**src/rtl/ppu_line_doubler.sv**
```systemverilog
`default_nettype none
// ---------------------------------------------------------------------------
// ppu_line_doubler: ping-pong NES scanline buffer, 2x line/pixel replay to VGA
// Revision: 1.0
// ---------------------------------------------------------------------------
module ppu_line_doubler #(
  parameter int         H_ACTIVE   = 640,
  parameter int         V_ACTIVE   = 480,
  parameter int         LINE_PIX   = 256,
  parameter int         H_OFFSET   = 64,
  parameter logic [5:0] BORDER_IDX = 6'h0F
) (
  input  logic       VGA_CLK,
  input  logic       reset,
  input  logic [5:0] wr_data,
  input  logic       wr_valid,
  output logic       wr_ready,
  output logic       line_req,
  input  logic [9:0] hcount,
  input  logic [9:0] vcount,
  input  logic       blank_n,
  output logic [5:0] pix_out,
  output logic       pix_valid,
  output logic       underrun,
  output logic       overflow,
  input  logic       err_clr
);

  localparam int AW = $clog2(LINE_PIX);

  localparam logic [0:0] FILL = 1'b0;
  localparam logic [0:0] FULL = 1'b1;

  localparam logic [9:0]    c_h_last   = 10'(H_ACTIVE - 1);
  localparam logic [9:0]    c_v_lim    = 10'(V_ACTIVE);
  localparam logic [9:0]    c_h_first  = 10'(H_OFFSET);
  localparam logic [9:0]    c_h_end    = 10'(H_OFFSET + 2 * LINE_PIX);
  localparam logic [AW-1:0] c_cnt_last = AW'(LINE_PIX - 1);

  logic [0:0]    wr_state_q, wr_state_d;
  logic [AW-1:0] wr_cnt_q, wr_cnt_d;
  logic          wr_bank_q, wr_bank_d;
  logic          underrun_q, underrun_d;
  logic          overflow_q, overflow_d;
  logic          pix_valid_q, pix_valid_d;
  logic          in_line_q, in_line_d;
  logic [5:0]    rd_data_q;

  logic          wr_en;
  logic          last_wr;
  logic          swap;
  logic [9:0]    col;
  logic [AW-1:0] rd_idx;
  logic [AW:0]   rd_addr;

  logic [5:0] mem [0:2*LINE_PIX-1];

  always_comb begin
    wr_state_d  = wr_state_q;
    wr_cnt_d    = wr_cnt_q;
    wr_bank_d   = wr_bank_q;
    underrun_d  = underrun_q;
    overflow_d  = overflow_q;

    wr_en   = (wr_state_q == FILL) && wr_valid;
    last_wr = wr_en && (wr_cnt_q == c_cnt_last);
    swap    = blank_n && (hcount == c_h_last) && vcount[0] && (vcount < c_v_lim);

    if (wr_en) begin
      wr_cnt_d = wr_cnt_q + 1'b1;
      if (last_wr) begin
        wr_state_d = FULL;
        wr_cnt_d   = '0;
      end
    end

    // A line finishing on the swap cycle still counts as complete.
    if (swap) begin
      if ((wr_state_q == FULL) || last_wr) begin
        wr_bank_d  = ~wr_bank_q;
        wr_state_d = FILL;
        wr_cnt_d   = '0;
      end else begin
        underrun_d = 1'b1;
      end
    end

    if (wr_valid && (wr_state_q == FULL)) overflow_d = 1'b1;

    if (err_clr) begin
      underrun_d = 1'b0;
      overflow_d = 1'b0;
    end

    col         = hcount - c_h_first;
    rd_idx      = AW'(col >> 1);
    rd_addr     = {~wr_bank_q, rd_idx};
    in_line_d   = (hcount >= c_h_first) && (hcount < c_h_end);
    pix_valid_d = blank_n;
  end

  always_ff @(posedge VGA_CLK or posedge reset) begin
    if (reset) begin
      wr_state_q  <= FILL;
      wr_cnt_q    <= '0;
      wr_bank_q   <= 1'b0;
      underrun_q  <= 1'b0;
      overflow_q  <= 1'b0;
      pix_valid_q <= 1'b0;
      in_line_q   <= 1'b0;
    end else begin
      wr_state_q  <= wr_state_d;
      wr_cnt_q    <= wr_cnt_d;
      wr_bank_q   <= wr_bank_d;
      underrun_q  <= underrun_d;
      overflow_q  <= overflow_d;
      pix_valid_q <= pix_valid_d;
      in_line_q   <= in_line_d;
    end
  end

  // Write and read always target opposite banks, so no collision handling.
  always_ff @(posedge VGA_CLK) begin
    if (wr_en) mem[{wr_bank_q, wr_cnt_q}] <= wr_data;
    rd_data_q <= mem[rd_addr];
  end

  assign wr_ready  = (wr_state_q == FILL);
  assign line_req  = (wr_state_q == FILL) && (wr_cnt_q == '0);
  assign pix_valid = pix_valid_q;
  assign pix_out   = !pix_valid_q ? 6'h00 : (in_line_q ? rd_data_q : BORDER_IDX);
  assign underrun  = underrun_q;
  assign overflow  = overflow_q;

endmodule
`default_nettype wire
```
**config.mk**
```make
export PLATFORM = sky130hd
export DESIGN_NAME = ppu_line_doubler
export DESIGN_NICKNAME = d
export VERILOG_FILES = /design/src/rtl/ppu_line_doubler.sv
export SDC_FILE = /design/constraint.sdc
export NUM_CORES = 2
export LEC_CHECK = 0
export ABC_CLOCK_PERIOD_IN_PS = 2970
export CORE_ASPECT_RATIO = 1.1
export CORE_MARGIN = 1.5
export CORE_UTILIZATION = 35
export CTS_BUF_LIST = sky130_fd_sc_hd__clkbuf_8
export DETAILED_ROUTE_END_ITERATION = 8
export PLACE_DENSITY_LB_ADDON = 0.2
export SLEW_MARGIN = 10
export SYNTH_ARGS = -nofsm -noshare
export SYNTH_HDL_FRONTEND = slang
export SYNTH_SLANG_ARGS = --single-unit
```
**constraint.sdc**
```tcl
create_clock -name VGA_CLK -period 2.97 [get_ports VGA_CLK]
set_clock_uncertainty 0.1 [all_clocks]
set_input_delay 0.891 -clock VGA_CLK [delete_from_list [all_inputs] [get_ports VGA_CLK]]
set_output_delay 0.891 -clock VGA_CLK [all_outputs]
set_load 0.005 [all_outputs]
```
Yosys cells after proc, flatten, opt, wreduce, memory -nomap -nowiden
Memories as Yosys holds them, arrays and structs flattened. A register that Yosys moved wholly into a read port is not among the register bits.
Cells that the tools add are included.
{"block": "totals", "reg_bits": 14, "latch_bits": 0, "ram_bits": 3072, "romBits": 0, "in_bits": 31, "out_inout_bits": 11, "elab_cells": 49, "n_memories": 1}
{"block": "op_classes", "n_addsub": 2, "mul": 0, "n_div": 0, "order_cmp": 3, "eq_ne": 3, "shift": 0, "n_mux": 17, "n_bitwise": 2, "reduce_logical": 14}
{"memory": "mem", "words": 512, "word_bits": 6, "rd": 1, "rd_ports_with_merged_regs": 1, "write_ports": 1, "line": "56", "source": "logic [5:0] mem [0:2*LINE_PIX-1];"}
{"operator": "2-to-1 mux 8 bit", "count": 4}
{"operator": "2-to-1 mux 6 bit", "count": 2}
{"operator": "2-to-1 mux 1 bit", "count": 11}
{"operator": "== test 10 bit, second input constant", "count": 1}
{"operator": ">= comparator 10 x 7 -> 1 bit, second input constant", "count": 1}
{"operator": "< comparator 10 bit, second input constant", "count": 1}
{"operator": "< comparator 10 x 9 -> 1 bit, second input constant", "count": 1}
{"operator": "subtractor 9 x 7 -> 9 bit, second input constant", "count": 1}
{"operator": "adder 8 x 1 -> 8 bit, second input constant", "count": 1}
{"operator": "== test 8 bit, second input constant", "count": 1}
{"operator": "logical AND 1 bit", "count": 8}
{"operator": "zero test 8 bit", "count": 1}
{"operator": "AND reduction 2 bit", "count": 2}
{"operator": "nonzero test 2 bit", "count": 2}
{"operator": "inequality test 2 bit, second input constant", "count": 1}
{"operator": "NOT 1 bit", "count": 2}
{"operator": "logical OR 1 bit", "count": 1}

Longest topological paths before layout
{"block": "depth", "word_depth": 7, "ltp_mapped": 13, "ltp_nobuf": 9}

Least setup slack after synthesis
Ideal clock, no wire load.
{"block": "synth_timing", "path_kind": "in2reg", "start": "input hcount[6]", "end": "register rd_data_q[2], read port of mem", "setup_ns": 0.088, "arrival_ns": 3.286, "required_ns": 2.782, "path_slack_ns": -0.504, "stages": 10, "n_path_buf": 2, "path_cell_list": "clkbuf_1 clkinv_1 clkbuf_1 ha_1 xnor2_1 nand2_1 a221o_1 a32o_1 o21a_1 a311oi_2"}
{"block": "synth_via", "elab_chain_len": 1}
{"item": "from (decl)", "line": "19", "source": "input logic [9:0] hcount,"}
{"item": "subtractor 9 x 7 -> 9 bit", "line": "95", "source": "col = hcount - c_h_first;"}
{"item": "to (decl)", "line": "47", "source": "logic [5:0] rd_data_q;"}
No other way between the ends.
A chain may end at the register's enable or synchronous reset.

Final worst setup path
{"block": "layout_timing", "start": "register wr_cnt_q[1]", "end": "output line_req"}
{"block": "layout_via", "elab_chain_len": 2}
{"item": "from (decl)", "line": "41", "source": "logic [AW-1:0] wr_cnt_q, wr_cnt_d;"}
{"item": "from (signal assigned)", "line": "113", "source": "wr_cnt_q <= wr_cnt_d;"}
{"item": "zero test 8 bit", "line": "129", "source": "assign line_req = (wr_state_q == FILL) && (wr_cnt_q == '0);"}
{"item": "logical AND 1 bit", "line": "129"}
{"item": "to (decl)", "line": "18", "source": "output logic line_req,"}
No other way between the ends.

==> impl_summary.md <==
Placement
The final RePlAce weighted congestion is 0.879. The count of buffers inserted at the top-level ports is 37. The cell count after placement is 11745. The placed wire-length estimate after detailed placement is 265 mm.

Synthesis
For this run, the leading register cell type out of synthesis is sky130_fd_sc_hd__edfxtp_1. The net count after synthesis is 5950. The synthesized design contains 3072 enable-type register cells. For this run, the number of Yosys warnings is 0. Averaged over all synthesized cells, the footprint is 20.5 um2. The proportion of register bits with asynchronous set or reset after synthesis is 0.453%. Of the synthesized area, sequential elements account for 76.6%. After synthesis the cells add up to 121000 um2.

The register bit total from synthesis is 3092. The synthesized instance count is 5913. The number of distinct library cells after synthesis is 83.

Clock tree
The deepest level of the CTS H-tree is 5. The clock network latency to the later pin of the worst-skew pair is 1170 ps. The number of buffers added by the clock tree synthesis step is 484. For this design, the sink count on the clock tree is 3092.

Clock-pin slew was measured on the worst setup and hold paths at 60 ps. The CTS root buffer is sky130_fd_sc_hd__clkbuf_8. No sink is reached through more buffers than the 4 on the longest clock path. The TritonCTS clock tree is done.

Critical path
The endpoint kind of the worst setup timing path is an output pin. The worst path required time is 1980 ps. Measured in cells, the most critical reg-to-reg path has a length of 8.

The launching instance or port of the critical path is wr_cnt_q[1]. The category of the critical setup timing path is reg2out. The most critical setup path has its endpoint at line_req. The destination of the worst register-to-register timing path is rd_data_q[2]. For the worst setup path, the data arrival time is 2350 ps.

In this run the critical register-to-register path is launched from mem[277][2]. The worst setup path is launched from a flip-flop. The minimum setup slack among reg-to-reg paths is 50 ps. Along the worst path, the maximum fanout reaches 2.

Route
Dividing the detail-routed wire length by the instance count gives 30.9 um. The post-detailed-route via-to-cell ratio is 5.33. For this run, design rule violations remaining after detail routing come to 0. The count of antenna-violating nets left after detailed routing is 0. Across all layers, the routed design uses 67336 vias.

The first TritonRoute pass finished after 6 iterations. The detailed router finished its first iteration with 7394 violations. The overall routed net length is 390 mm.

Run
Max-cap violations in this run came to 0.

Floorplan
For this configuration, the core starts out at a cell density of 35.2%. For this design the top-level I/O count stands at 42. The floorplan has 226 rows.

The die boundary height is 620 um. The horizontal die dimension is 564 um. The core region is 344000 um2. The area of the die is 349000 um2.

GRT
The number of antenna violations at the first check in global routing is 20. The number of global-route vias before repair was 70000. The aggregate global routing overflow is 0. The first global-routing pass estimated 545 mm of wire. The maximum number of pins on one net before global-route repair is 126. The global routing usage summed across all routing layers is 22.2%.

Pwr
The total leakage power is 50.8 nW. Dividing total power by cell area gives a power density of 605 nW/um2. The highest ir drop seen on vdd is 0.374 mV.

Timing
Setup repair after global routing could not meet its margin everywhere. The relative slew slack is 34.7%. Setup violations remaining at the end of the flow were counted as 6.

For the pin with the worst max-slew slack, the measured transition is 972 ps. The highest attainable clock frequency is 300 MHz. Setup total negative slack on the finished layout was measured at -582 ps.

The minimum hold slack is 114 ps. The count of final max-slew check failures is 0. The fraction of the cycle the final worst path needs is 112%. The final number of hold-violating endpoints is 0. The smallest clock period supported by the final layout is computed as 3340 ps.

The final critical-path setup slack is -367 ps.

Layout
The layout overhead on the synthesized area is 23.4%. The fraction of layout instances using a drive strength above 1 is 37.5%. Leaving out fill and tap cells, the most frequent cells in the layout are sky130_fd_sc_hd__edfxtp_1 (3072), sky130_fd_sc_hd__buf_4 (1418), sky130_fd_sc_hd__mux4_2 (677). The library cell used most frequently in the layout, excluding fill and tap cells, is sky130_fd_sc_hd__edfxtp_1. Leaving out filler cells and counting taps, the final layout contains 12644.

Fill cells in the final layout number 30275. The number of nets in the layout is 7731.

Min path
The min-delay analysis places its worst path in the category in2reg.

Run status
The final reports fail on negative setup slack. The run finished, with violations left.
## cells by family (layout without fill, tap and decap cells)
family                     count (synthesis)  in the layout  share of synthesized area [%]
AOI/OAI and AO/OA                        497            497                           2.99
muxes                                   1008           1008                           15.4
xor gates and xnor gates                   8              8                         0.0579
DFF                                     3092           3092                           76.6
other                                      0              6                              0
adders and majority gates                  6              6                         0.0620
and+or+nand+nor                          901            901                           3.06
buffers and inverters                    401           2566                           1.88
## what timing repair did
action | 4_1_cts | 5_1_grt
hold buffers | 5 | 0
setup buffers | 11 | 7
endpoints found under the hold margin | 35 | 0
pin swaps | 5 | 5
endpoints found under the setup margin | 119 | 14
resized for setup | 98 | 19
## worst min path at each step
stage / startpoint / to / depth (start not counted)
floorplan: overflow / overflow / 2
global placement: underrun / underrun / 2
detailed placement: overflow / overflow / 2
CTS: wr_data[5] / mem[186][5] / 1
global route: wr_data[5] / mem[186][5] / 1
finish: wr_data[5] / mem[279][5] / 1
## critical path, cell delays in order (launching register included)
cell and delay (ps):
sky130_fd_sc_hd__dfrtp_1 390, sky130_fd_sc_hd__inv_2 90, sky130_fd_sc_hd__ha_4 140, sky130_fd_sc_hd__nor4b_4 170
sky130_fd_sc_hd__and3_4 270, sky130_fd_sc_hd__buf_6 110
## flip-flops by register name, summed over array words and instances, names as in the netlist
register    cells
pix_valid       1
wr_state_q      1
wr_cnt_q        8
mem          3072
wr_bank_q       1
underrun        1
in_line_q       1
rd_data_q       6
overflow        1
## cells in the mapped netlist (all sizes together), types with 9 or more instances
cell type	n	share of area, %
o22ai	39	0.20
clkbuf	159	0.50
a22oi	57	0.35
a21oi	73	0.30
o21ai	68	0.28
mux2	17	0.16
inv	15	0.047
mux4	679	13
nor2	582	1.8
edfxtp	3072	76
a2111oi	14	0.11
nor2b	18	0.093
mux2i	312	2.6
nand3	34	0.14
and3	9	0.047
a221oi	65	0.48
nor4	9	0.047
a211oi	18	0.11
a31oi	9	0.047
nor3	24	0.099
o221ai	69	0.50
a22o	9	0.065
dfrtp	14	0.29
nand2	188	0.58
buf	226	1.3
o311ai	11	0.080
o211ai	11	0.068
## final cells by class
class                           count  area (um2)  area share, %
Sequential cell                  3092       92700           62.1
Multi-Input combinational cell   2420       26600           17.8
Timing Repair Buffer             1680       15500           10.3
Clock buffer                      491        6760           4.52
Tap cell                         4560        5710           3.82
Clock inverter                    379        2110           1.41
Inverter                           16        78.8         0.0527
Antenna cell                        6        15.0         0.0100
## layer usage
layer	track usage [%]	up-vias	wire, um
met3	3.34	583	24400
met4	7.10	8	13300
met1	29.8	36178	161000
met2	37.0	2488	191000
met5	0	-	54
li1	-	28079	-
## metrics by stage
stage	instance area, um2	utilization [%]	power [mW]	setup WS, ps
final	149000	43.4	90.4	-367
after global routing	149000	43.4	93.1	-464
after CTS	149000	43.3	91.2	-499
after detailed placement	140000	40.7	57.4	-1780
after global placement	140000	40.7	57.3	-2030
after floorplan	121000	-	52.1	-69.6
## power by group
part	leakage, nW	switching, mW	internal [mW]
combinational	17.9	5.27	3.03
clock	5.09	17.2	16.6
sequential	27.8	0.126	48.2
(Power assumes the default switching activity.)
